<file path="src/rtl/pc_seq_pkg.sv">
// Shared definitions for the PC sequencer: flow-select encodings and
// address arithmetic constants.
package pc_seq_pkg;

  typedef enum logic [1:0] {
    SEL_SEQ  = 2'b00,
    SEL_JUMP = 2'b01,
    SEL_BEQ  = 2'b10,
    SEL_BNE  = 2'b11
  } sel_e;

  // Byte increment between sequential instructions.
  localparam int unsigned PC_INCR    = 4;
  // Word offsets are scaled to bytes by this shift.
  localparam int unsigned WORD_SHIFT = 2;

endpackage

</file>
<file path="src/rtl/ras_stack.sv">
// Circular return-address stack. A push when full overwrites the oldest
// entry. A pop when empty leaves the stack untouched. Push and pop together
// behave as a pop. Each of those three cases raises o_err for one cycle.
// A stall freezes all state and forces o_err low.
module ras_stack #(
  parameter int unsigned ADDR_W    = 32,
  parameter int unsigned RAS_DEPTH = 4
) (
  input  logic              i_clk,
  input  logic              i_reset,
  input  logic              i_stall,
  input  logic              i_push,
  input  logic              i_pop,
  input  logic [ADDR_W-1:0] i_data,
  output logic [ADDR_W-1:0] o_top,
  output logic              o_full,
  output logic              o_empty,
  output logic              o_err
);

  localparam int unsigned PTR_W = $clog2(RAS_DEPTH);
  localparam int unsigned CNT_W = $clog2(RAS_DEPTH + 1);

  logic [ADDR_W-1:0] r_mem [RAS_DEPTH];
  logic [PTR_W-1:0]  r_ptr;  // next free slot; the top entry sits at r_ptr-1
  logic [CNT_W-1:0]  r_cnt;
  logic              r_err;

  logic              w_do_push;
  logic              w_do_pop;
  logic              w_err;
  logic [PTR_W-1:0]  w_top_idx;

  assign o_full    = (r_cnt == CNT_W'(RAS_DEPTH));
  assign o_empty   = (r_cnt == '0);
  assign w_top_idx = r_ptr - PTR_W'(1);
  assign o_top     = r_mem[w_top_idx];
  assign o_err     = r_err;

  // A pop wins over a simultaneous push.
  assign w_do_pop  = i_pop && !o_empty;
  assign w_do_push = i_push && !i_pop;
  assign w_err     = (i_push && i_pop) || (i_pop && o_empty) || (w_do_push && o_full);

  // Entry storage: written on an accepted push and never cleared.
  always_ff @(posedge i_clk) begin
    if (!i_reset && !i_stall && w_do_push) begin
      r_mem[r_ptr] <= i_data;
    end
  end

  // Pointer, occupancy and error pulse.
  always_ff @(posedge i_clk) begin
    if (i_reset) begin
      r_ptr <= '0;
      r_cnt <= '0;
      r_err <= 1'b0;
    end else if (i_stall) begin
      r_err <= 1'b0;
    end else begin
      r_err <= w_err;
      if (w_do_pop) begin
        r_ptr <= r_ptr - PTR_W'(1);
        r_cnt <= r_cnt - CNT_W'(1);
      end else if (w_do_push) begin
        r_ptr <= r_ptr + PTR_W'(1);
        if (!o_full) begin
          r_cnt <= r_cnt + CNT_W'(1);
        end
      end
    end
  end

endmodule

</file>
<file path="src/rtl/pc_sequencer.sv">
// Program-counter sequencer with branch/jump select and an optional
// return-address stack. The stack exists only when PC_SEQ_RAS_EN is defined.
// Otherwise CALL and RET are ignored and the stack status outputs are tied
// off.
module pc_sequencer #(
  parameter int unsigned ADDR_W    = 32,
  parameter int unsigned OFFSET_W  = 8,
  parameter int unsigned RAS_DEPTH = 4
) (
  input  logic                CLK,
  input  logic                RESET,
  input  logic                STALL,
  input  logic [1:0]          SEL_offset,
  input  logic                ZERO,
  input  logic [OFFSET_W-1:0] OFFSET,
  input  logic                CALL,
  input  logic                RET,
  output logic [ADDR_W-1:0]   PC,
  output logic [ADDR_W-1:0]   PC_NEXT,
  output logic                RAS_FULL,
  output logic                RAS_EMPTY,
  output logic                RAS_ERR
);

  import pc_seq_pkg::*;

  logic [ADDR_W-1:0] r_pc;
  logic [ADDR_W-1:0] w_seq;
  logic [ADDR_W-1:0] w_off_ext;
  logic [ADDR_W-1:0] w_target;
  logic [ADDR_W-1:0] w_flow;

  assign w_seq     = r_pc + ADDR_W'(PC_INCR);
  assign w_off_ext = ADDR_W'($signed(OFFSET));
  assign w_target  = w_seq + (w_off_ext << WORD_SHIFT);
  assign PC        = r_pc;

  // Flow selection from SEL_offset and the ALU zero flag.
  always_comb begin
    w_flow = w_seq;
    unique case (sel_e'(SEL_offset))
      SEL_SEQ:  w_flow = w_seq;
      SEL_JUMP: w_flow = w_target;
      SEL_BEQ:  w_flow = ZERO ? w_target : w_seq;
      SEL_BNE:  w_flow = ZERO ? w_seq : w_target;
      default:  w_flow = w_seq;
    endcase
  end

`ifdef PC_SEQ_RAS_EN
  logic [ADDR_W-1:0] w_top;

  ras_stack #(
    .ADDR_W    (ADDR_W),
    .RAS_DEPTH (RAS_DEPTH)
  ) u_ras (
    .i_clk   (CLK),
    .i_reset (RESET),
    .i_stall (STALL),
    .i_push  (CALL),
    .i_pop   (RET),
    .i_data  (w_seq),
    .o_top   (w_top),
    .o_full  (RAS_FULL),
    .o_empty (RAS_EMPTY),
    .o_err   (RAS_ERR)
  );

  // Next-PC priority: RET, then CALL, then the flow select.
  always_comb begin
    PC_NEXT = w_flow;
    if (RET) begin
      PC_NEXT = RAS_EMPTY ? w_seq : w_top;
    end else if (CALL) begin
      PC_NEXT = w_target;
    end
  end
`else
  logic w_unused_ras;

  assign w_unused_ras = ^{CALL, RET, RAS_DEPTH[0]};
  assign RAS_FULL     = 1'b0;
  assign RAS_EMPTY    = 1'b1;
  assign RAS_ERR      = 1'b0;

  // Without the stack only the flow select steers the PC.
  always_comb begin
    PC_NEXT = w_flow;
  end
`endif

  // Program counter register; reset overrides stall.
  always_ff @(posedge CLK) begin
    if (RESET) begin
      r_pc <= '0;
    end else if (!STALL) begin
      r_pc <= PC_NEXT;
    end
  end

endmodule

</file>
<file path="config.mk">
export PLATFORM = sky130hd
export DESIGN_NAME = pc_sequencer
export DESIGN_NICKNAME = d
export VERILOG_FILES = /design/src/rtl/pc_seq_pkg.sv /design/src/rtl/ras_stack.sv /design/src/rtl/pc_sequencer.sv
export SDC_FILE = /design/constraint.sdc
export NUM_CORES = 1
export LEC_CHECK = 0
export ABC_AREA = 1
export CORE_MARGIN = 1.5
export CORE_UTILIZATION = 36
export CTS_CLUSTER_SIZE = 40
export DETAILED_ROUTE_END_ITERATION = 8
export PLACE_DENSITY = 0.62
export SLEW_MARGIN = 20
export SYNTH_ARGS = -nofsm -noshare
export SYNTH_HDL_FRONTEND = slang
export SYNTH_SLANG_ARGS = --single-unit
</file>
<file path="constraint.sdc">
create_clock -name CLK -period 4.1 [get_ports CLK]
set_clock_uncertainty 0.15 [all_clocks]
set_input_delay 0.82 -clock CLK [delete_from_list [all_inputs] [get_ports CLK]]
set_output_delay 0.82 -clock CLK [all_outputs]
set_load 0.01 [all_outputs]
</file>
==> flow_metrics.env <==
export IMPL_hold_path_class="register to register"
export IMPL_tightest_slew_ns=0.837
export IMPL_std_cell_rows=40
export IMPL_dp_hpwl_um=13400
export IMPL_grt_overflow_total=0
export IMPL_muxShareOfSynthArea_pct=0
export IMPL_n_fill_cell=1099
export IMPL_ys_top_cells_by_count="273 x nand2_1, 147 x inv_1, 90 x nor2_1"
export IMPL_synthCells=848
export IMPL_hp_start="PC[4]"
export IMPL_yosysSeqAreaShare_pct=13.2
export IMPL_netlist_area_leader_share_pct=22.5
export IMPL_yosysWarningCount=0
export IMPL_initial_core_util_pct=37.4
export IMPL_die_x_um=116
export IMPL_die_h_um=116
export IMPL_synth_cell_types=36
export IMPL_wl_met2_um=8280
export IMPL_synth_top_family_by_area="simple AND/OR/NAND/NOR gates"
export IMPL_route_met3_wl_um=796
export IMPL_cts_buffer_depth=2
export IMPL_irDropWorstVdd_mv=0.123
export IMPL_largest_register_ffs=30
export IMPL_power_per_cell_area_mw_per_mm2=258
export IMPL_viasPerCell=4.85
export IMPL_hold_path_depth=2
export IMPL_n_antenna_cell=0
export IMPL_cts_tree="built"
export IMPL_clock_sink_count=30
export IMPL_synthTopCellsByArea="nand2_1 22%, dfxtp_1 13%, inv_1 12%, ha_1 9.6%, nand3_1 7.6%"
export IMPL_synth_fa_ha_area_share_pct=10.0
export IMPL_cellLeakagePower_nw=4.18
export IMPL_synth_compound_area_share_pct=11.1
export IMPL_avgSynthCellArea_um2=5.38
export IMPL_synthXorXnorAreaFrac_pct=5.54
export IMPL_wl_per_cell_um=14.0
export IMPL_synthSimpleGateAreaFrac_pct=44.9
export IMPL_yosysMostFrequentCell="nand2_1"
export IMPL_fin_hold_ws_ns=0.416
export IMPL_multi_input_area_mm2=0.00432
export IMPL_drt_initial_drc_count=481
export IMPL_regArea_um2=614
export IMPL_maxCapViolations=0
export IMPL_dr_pass1_iters=5
export IMPL_core_area_mm2=0.0122
export IMPL_status="finished, final reports clean"
export IMPL_grt_max_degree=29
export IMPL_synth_async_sr_flop_share_pct=0
export IMPL_track_usage_pct=25.9
export IMPL_antenna_found_initial=0
export IMPL_rsz0062_at_grt="yes"
export IMPL_rr_startpoint="PC[3]"
export IMPL_power_total_mw=2.04
export IMPL_insertion_delay_ns=0.28
export IMPL_min_period_ns=4.05
export IMPL_synth_top_cell_by_area="nand2_1"
export IMPL_io_buffers=73
export IMPL_fin_crit_sh_pct=98.8
export IMPL_final_max_slew_viol_count=0
export IMPL_crit_type="register to output pin"
export IMPL_clk_pin_slew_ns=0.05
export IMPL_fmax_mhz=247
export IMPL_drc=0
export IMPL_start_kind="register"
export IMPL_wl_um=17700
export IMPL_grt_pass1_wl_um=27000
export IMPL_nets=1147
export IMPL_cp_max_fo=5
export IMPL_max_slew_margin_pct=44.2
export IMPL_area_delta_synth_final_pct=73.6
export IMPL_ios=83
export IMPL_reg2reg_slack_ns=0.89
export IMPL_num_vias=6123
export IMPL_cts_made_buffers=5
export IMPL_required_ns=3.13
export IMPL_netlist_area_mm2=0.00456
export IMPL_die_area_mm2=0.0134
export IMPL_top_layer_used="met4"
export IMPL_place_gp_congestion=0.954
export IMPL_r2r_cells=22
export IMPL_synth_edf_count=0
export IMPL_finalSetupViolCount=0
export IMPL_ys_flop_type="dfxtp_1"
export IMPL_r2r_end="PC[29]"
export IMPL_wl_met1_um=8170
export IMPL_grt_pass1_vias=5606
export IMPL_ys_seq_elements=30
export IMPL_min_to="PC[4]"
export IMPL_finalHoldViolations=0
export IMPL_h_tree_depth=2
export IMPL_cts_root_buffer="clkbuf_16"
export IMPL_crit_start="PC[3]"
export IMPL_crit_path_end_kind="output pin"
export IMPL_ant_nets=0
export IMPL_drive_gt1_share_pct=38.0
export IMPL_worstPathArrival_ns=3.08
==> critical path: stages, from the launching register on <==
cell	delay, ns
dfxtp_2	0.36
nand2_2	0.07
nor2_4	0.19
nand2_4	0.09
nor2_4	0.13
nor3b_4	0.19
buf_6	0.16
nand3_1	0.07
nand2_1	0.09
inv_2	0.07
ha_4	0.29
nand2_2	0.09
nor2_2	0.12
nand2_1	0.10
nor3_1	0.17
nand2_1	0.15
nand3_1	0.12
nand3_2	0.12
nand2_1	0.09
buf_2	0.12
==> area by class of cell <==
cell class	instances	area share, %
clock buffers	7	1.67
flip-flops and latches	30	7.76
repair buffers	258	26.1
well taps	168	2.65
inverters	151	7.19
multi-input cells	649	54.6
==> cell usage in the layout (no fill, tap or decap), types with 3 or more instances in the layout <==
| master | count |
|---|---|
| nand2_1 | 226 |
| buf_4 | 179 |
| inv_1 | 136 |
| nor2_1 | 58 |
| nand3_1 | 50 |
| clkdlybuf4s50_1 | 46 |
| nand2_2 | 45 |
| o21ai_0 | 35 |
| a21oi_1 | 25 |
| ha_4 | 23 |
| nor2_2 | 22 |
| dfxtp_1 | 21 |
| nand3_2 | 19 |
| a21oi_2 | 16 |
| inv_2 | 14 |
| nor2_4 | 14 |
| clkbuf_2 | 13 |
| nand4_1 | 11 |
| xor2_1 | 11 |
| ha_1 | 11 |
| o21ai_1 | 9 |
| dfxtp_2 | 8 |
| nand2_4 | 8 |
| nor3_2 | 8 |
| xor2_2 | 7 |
| conb_1 | 7 |
| dlygate4sd2_1 | 7 |
| nand3b_1 | 6 |
| xor2_4 | 5 |
| xnor2_1 | 5 |
| clkbuf_16 | 5 |
| buf_2 | 5 |
| o21bai_1 | 4 |
| nor3_4 | 4 |
| buf_6 | 4 |
| nor3_1 | 3 |
==> logic make-up after synthesis <==
group,Yosys count
AOI/OAI and AO/OA,96
other,2
xor gates and xnor gates,28
buffers and inverters,174
adders and majority gates,36
DFF,30
and+or+nand+nor,482
==> power breakdown <==
part / internal, mW / switching, mW
Combinational: 0.640 / 0.702
Sequential: 0.323 / 0.0295
Clock: 0.221 / 0.126
Total: 1.18 / 0.857
==> routing by layer <==
layer	track usage (%)	vias up
li1	-	3107
met1	35.5	2805
met2	42.6	178
met3	2.30	33
met4	8.97	0
met5	0	-
==> per-stage QoR <==
stage	TNS (ns)	util (%)	cell area [um^2]	cells	setup slack [ns]
final	0	64.9	7920	1263	0.0476
after global routing	-0.772	64.9	7920	1263	-0.0939
after CTS	-0.160	59.6	7270	1250	-0.102
after detailed placement	-7.22	54.3	6640	1234	-0.367
after global placement	-6.47	54.3	6640	1234	-0.339
after floorplan	0	-	4580	853	0.577
==> timing repair <==
| item | in CTS | in global routing |
|---|---|---|
| pin swaps | 18 | 59 |
| endpoints found under the setup margin | 26 | 24 |
| gates cloned | 1 | 0 |
| buffers inserted | 8 | 14 |
| resized for setup | 127 | 178 |
| hold buffers | 0 | 0 |
==> how the worst max path moves through the flow <==
stage | end | slack [ns] | cells past startpoint
after floorplan | PC_NEXT[14] | 0.58 | 13
after global placement | PC_NEXT[27] | -0.34 | 13
after detailed placement | PC_NEXT[22] | -0.37 | 16
after CTS | PC_NEXT[25] | -0.10 | 19
after global routing | PC_NEXT[27] | -0.09 | 22
final | PC_NEXT[29] | 0.05 | 19
Power figures use the tool's default switching activity.
==> RTL edit 1 (config.mk and constraints unchanged) <==
`ADDR_W`: 32 -> 64.
--- a/src/rtl/pc_sequencer.sv
+++ b/src/rtl/pc_sequencer.sv
@@ -5,3 +5,3 @@
 module pc_sequencer #(
-  parameter int unsigned ADDR_W    = 32,
+  parameter int unsigned ADDR_W    = 64,
   parameter int unsigned OFFSET_W  = 8,
Ports: changed (resized PC and PC_NEXT); port bits go from 83 to 147. The function was not compared with the original's and may differ.
==> RTL edit 1 against the unedited design <==
- total power grew 150%
- worst hold slack gained 0.043 ns
- design area grew to 2.6 times the old value
- largest power group unchanged
- sequential cell count grew 32
- critical path type unchanged
- the run now ends with setup timing left
- count of clock-buffer cells in the layout grew 6
- via count grew to 2.6 times the old value
- core utilization grew 5.0 points
- area after synthesis grew 140%
- maximum frequency shrank 11%
- worst setup slack lost 0.49 ns
- wire length grew to 3.3 times the old value
==> RTL edit 1: results <==
metrics = {
    "status": {
        "status": "finished with violations",
        "violations": "setup timing",
    },
    "drt": {
        "route.vias.total": 16206,
        "detail_route.iter0.violations": 1626,
        "wirelength_met1_um": 24920,
        "wl_met2_um": 26100,
        "detail_route.vias_per_cell": 5.128,
        "wire_per_inst_um": 18.27,
    },
    "hold_path": {
        "source_of_the_worst_hold_timing_path": "PC[56]",
        "hold-path-cell-count": 4,
    },
    "synth": {
        "syn_inst": 2093,
        "synthAdderAreaFrac_pct": 8.810,
        "synth.top_cells.by_area": "sky130_fd_sc_hd__nand2_1, sky130_fd_sc_hd__inv_1, sky130_fd_sc_hd__dfxtp_1",
        "yosysUniqueCellTypes": 45,
        "synth_sequential_area_ratio_pct": 11.41,
        "area_fraction_in_compound_gates_after_synthesis_pct": 9.983,
        "post_synth_xor_area_fraction_pct": 4.589,
        "post_synth_most_frequent_cells": "sky130_fd_sc_hd__nand2_1, sky130_fd_sc_hd__inv_1, sky130_fd_sc_hd__nor2_1",
    },
    "grt": {
        "use_met2_pct": 55.74,
        "grt_use_total_pct": 35.25,
        "groute.layer.met3.usage_pct": 3.737,
        "grt_pass1_wl_um": 83840,
        "largest_net_degree_at_the_start_of_global_routing": 67,
        "first_global_vias": 15174,
        "grtUsageMet1_pct": 48.42,
    },
    "cts": {
        "cts_htree_levels": 3,
        "clock_buffer_count_from_cts": 9,
        "cts_repair_resize_count": 870,
        "postCtsSetupRepairBufs": 80,
    },
    "power_and_ir_drop": {
        "power.share.clock_pct": 14.8,
        "p_leak_nw": 10.74,
        "comb_power_mw": 3.57,
        "power.share.combinational_pct": 70.5,
        "irDropWorstVdd_mv": 0.1743,
        "sw_frac_of_total_pct": 45.58,
    },
    "critical_path": {
        "worst_ep_arrival_time_ns": 3.57,
        "worst_r2r_startpoint": "PC[4]",
        "critical_path.max_fanout": 4,
        "r2r.worst_path.cells": 33,
        "launch_point_of_the_critical_path": "PC[12]",
    },
    "finish": {
        "nets": 2859,
        "clock_tree_cell_share_of_total_cell_area_pct": 1.325,
        "multi_input_comb_area_um2": 11400,
        "numSequentialCells": 62,
        "max_ffs_per_register": 62,
        "fillers": 2371,
        "post_route_cells_drive_above_1_share_pct": 49.49,
        "area_share_nonclk_buffers_pct": 27.40,
        "utilization_pct": 69.89,
        "layout_clock_buffers": 13,
    },
    "placed_design": {
        "dp_slack_ns": -0.9676,
        "place_area_um2": 15900,
        "gpl.final_weighted_congestion": 1.056,
        "dp_hpwl_um": 43400,
        "io_buffer_count": 137,
    },
    "sta": {
        "aggregate_negative_setup_slack_ns": -16.05,
        "timing.final.setup_violations": 52,
        "fin_ws_ns": -0.4445,
        "max_slew_margin_pct": 33.90,
    },
    "floorplanning": {
        "fp.dieW_um": 176.8,
    },
}
==> RTL edit 1: changes by cell type after synthesis, sizes merged, moves of 8 or more <==
cell,delta
nand2,+476
inv,+261
nor2,+151
a21oi,+68
nand3,+64
o21ai,+42
ha,+40
dfxtp,+32
nand4,+22
xor2,+22
clkbuf,+17
nor3,+15
nand3b,+8
==> RTL edit 1: path summary, 6_finish.rpt <==
check,endpoint,slack [ns]
setup / recovery,PC_NEXT[55],-0.44
hold / removal,PC[56],0.46
setup reg to reg,PC[23],-0.26
hold reg to reg,PC[56],0.46
==> RTL edit 1: critical path, cell delays in order (launching register included) <==
cell and delay [ns]:
sky130_fd_sc_hd__dfxtp_4 0.39, sky130_fd_sc_hd__nand2_4 0.09, sky130_fd_sc_hd__nor2_1 0.21, sky130_fd_sc_hd__buf_4 0.17
sky130_fd_sc_hd__nand2_1 0.15, sky130_fd_sc_hd__nor2_4 0.18, sky130_fd_sc_hd__nand2_4 0.09, sky130_fd_sc_hd__xor2_2 0.15
sky130_fd_sc_hd__inv_2 0.09, sky130_fd_sc_hd__ha_4 0.23, sky130_fd_sc_hd__nand2_4 0.11, sky130_fd_sc_hd__inv_1 0.06
sky130_fd_sc_hd__nand2_1 0.08, sky130_fd_sc_hd__nand2_1 0.10, sky130_fd_sc_hd__nand2_1 0.09, sky130_fd_sc_hd__nand2_2 0.09
sky130_fd_sc_hd__nand2_1 0.12, sky130_fd_sc_hd__nand3_2 0.11, sky130_fd_sc_hd__buf_4 0.16, sky130_fd_sc_hd__nand2_1 0.07
sky130_fd_sc_hd__nand3_1 0.08, sky130_fd_sc_hd__nand2_1 0.07, sky130_fd_sc_hd__nand3_2 0.12, sky130_fd_sc_hd__nand2_2 0.09
sky130_fd_sc_hd__buf_2 0.12
==> RTL edit 2 (same flow settings) <==
Without the edit above. Make the reset (`RESET`) asynchronous in one clocked block.
--- a/src/rtl/pc_sequencer.sv
+++ b/src/rtl/pc_sequencer.sv
@@ -92,3 +92,3 @@
   // Program counter register; reset overrides stall.
-  always_ff @(posedge CLK) begin
+  always_ff @(posedge CLK or posedge RESET) begin
     if (RESET) begin
Check against the original RTL: differs if RESET is asserted again (counterexample within 4 cycles, from zero or initial values and one cycle with RESET high); with RESET held inactive, the same outputs for 4 cycles.
==> RTL edit 2 against the unedited design <==
- the flow now finishes with violations (setup timing)
- worst setup slack worse by 0.30 ns
- cell count down 6.2%
- critical path depth up 3
- design area down 1.3%
- synthesized cell count down 9.8%
- sequential cell count unchanged
- sequential share of layout area up 1.8 points
- core utilization down 0.054 points
- wire length down 3.4%
- area after synthesis down 1.9%
- highest routed layer unchanged
Power is not compared: it rests on default switching activity, and its combinational part moved more than twofold at a synthesized area within 25%.
==> RTL edit 2: results <==
metrics = {
    "status": {
        "status": "finished with violations",
        "violations": "setup timing",
    },
    "finish": {
        "multi_input_comb_area_um2": 4175,
        "instances_no_fill": 1185,
        "area_share_nonclk_buffers_pct": 27.25,
        "nets": 1069,
        "num-nonclk-buffers": 259,
        "layout.area.seq_um2": 750.7,
        "stdcell_area_um2": 7816,
        "post_route_cells_drive_above_1_share_pct": 41.59,
        "num-nonclk-inverters": 110,
        "multiInputCombCellCount": 611,
        "layout_clock_buffers": 5,
        "clock_tree_cell_share_of_total_cell_area_pct": 1.729,
    },
    "sta": {
        "fin_ws_ns": -0.2484,
        "aggregate_negative_setup_slack_ns": -2.165,
        "timing.final.setup_violations": 15,
    },
    "placed_design": {
        "place_area_um2": 6506,
        "dp_hpwl_um": 12260,
        "gpl.final_weighted_congestion": 0.9927,
        "dp_slack_ns": -0.4608,
    },
    "hold_path": {
        "source_of_the_worst_hold_timing_path": "PC[31]",
        "min_to": "PC[31]",
    },
    "grt": {
        "first_global_vias": 5166,
        "groute.layer.met3.usage_pct": 2.382,
        "grt_use_total_pct": 23.88,
        "grtUsageMet1_pct": 33.12,
        "grt_pass1_wl_um": 24900,
        "largest_net_degree_at_the_start_of_global_routing": 41,
        "use_met2_pct": 38.84,
    },
    "critical_path": {
        "timing.reg2reg.setup_slack_ns": 0.59,
        "critical-path-slowest-cell": "sky130_fd_sc_hd__dfrtp_1",
        "worstReg2RegEnd": "PC[28]",
        "critical_path.max_fanout": 4,
        "cp-endpoint": "PC_NEXT[26]",
    },
    "drt": {
        "route.vias.total": 5716,
        "wl_met2_um": 8068,
        "detail_route.iter0.violations": 348,
        "wire_per_inst_um": 14.43,
    },
    "power_and_ir_drop": {
        "internal_power_mw": 2.930,
    },
    "synth": {
        "synth_sequential_area_ratio_pct": 16.77,
        "post_synth_most_frequent_cells": "sky130_fd_sc_hd__nand2_1, sky130_fd_sc_hd__inv_1, sky130_fd_sc_hd__nor2_1",
        "synth.top_cells.by_area": "sky130_fd_sc_hd__nand2_1, sky130_fd_sc_hd__dfrtp_1, sky130_fd_sc_hd__ha_1",
        "syn_inst": 765,
        "synth-main-ff-cell": "sky130_fd_sc_hd__dfrtp_1",
        "synthAdderAreaFrac_pct": 10.23,
        "synthArstFlopShare_pct": 100.0,
        "area_fraction_in_compound_gates_after_synthesis_pct": 10.12,
        "yosysUniqueCellTypes": 44,
    },
    "cts": {
        "cts-root-to-sink-buffers": 2,
    },
}
[RTL edit 2: changes by cell type after synthesis, moves of 8 or more]
cell / unedited run / this run
sky130_fd_sc_hd__a21oi_1: 42 / 32
sky130_fd_sc_hd__and2_1: 2 / 10
sky130_fd_sc_hd__o21ai_0: 41 / 19
sky130_fd_sc_hd__dfrtp_1: 0 / 30
sky130_fd_sc_hd__inv_1: 147 / 104
sky130_fd_sc_hd__nor2_1: 90 / 57
sky130_fd_sc_hd__o21ai_1: 4 / 20
sky130_fd_sc_hd__nand3_1: 69 / 39
sky130_fd_sc_hd__nand2_1: 273 / 285
sky130_fd_sc_hd__dfxtp_1: 30 / 0
[RTL edit 2: timing repair]
item	in CTS	in global routing
resized for setup	172	154
cloned	0	0
hold buffers	0	0
setup buffers	8	26
endpoints found under the setup margin	25	26
pin swaps	23	76
endpoints found under the hold margin	0	0
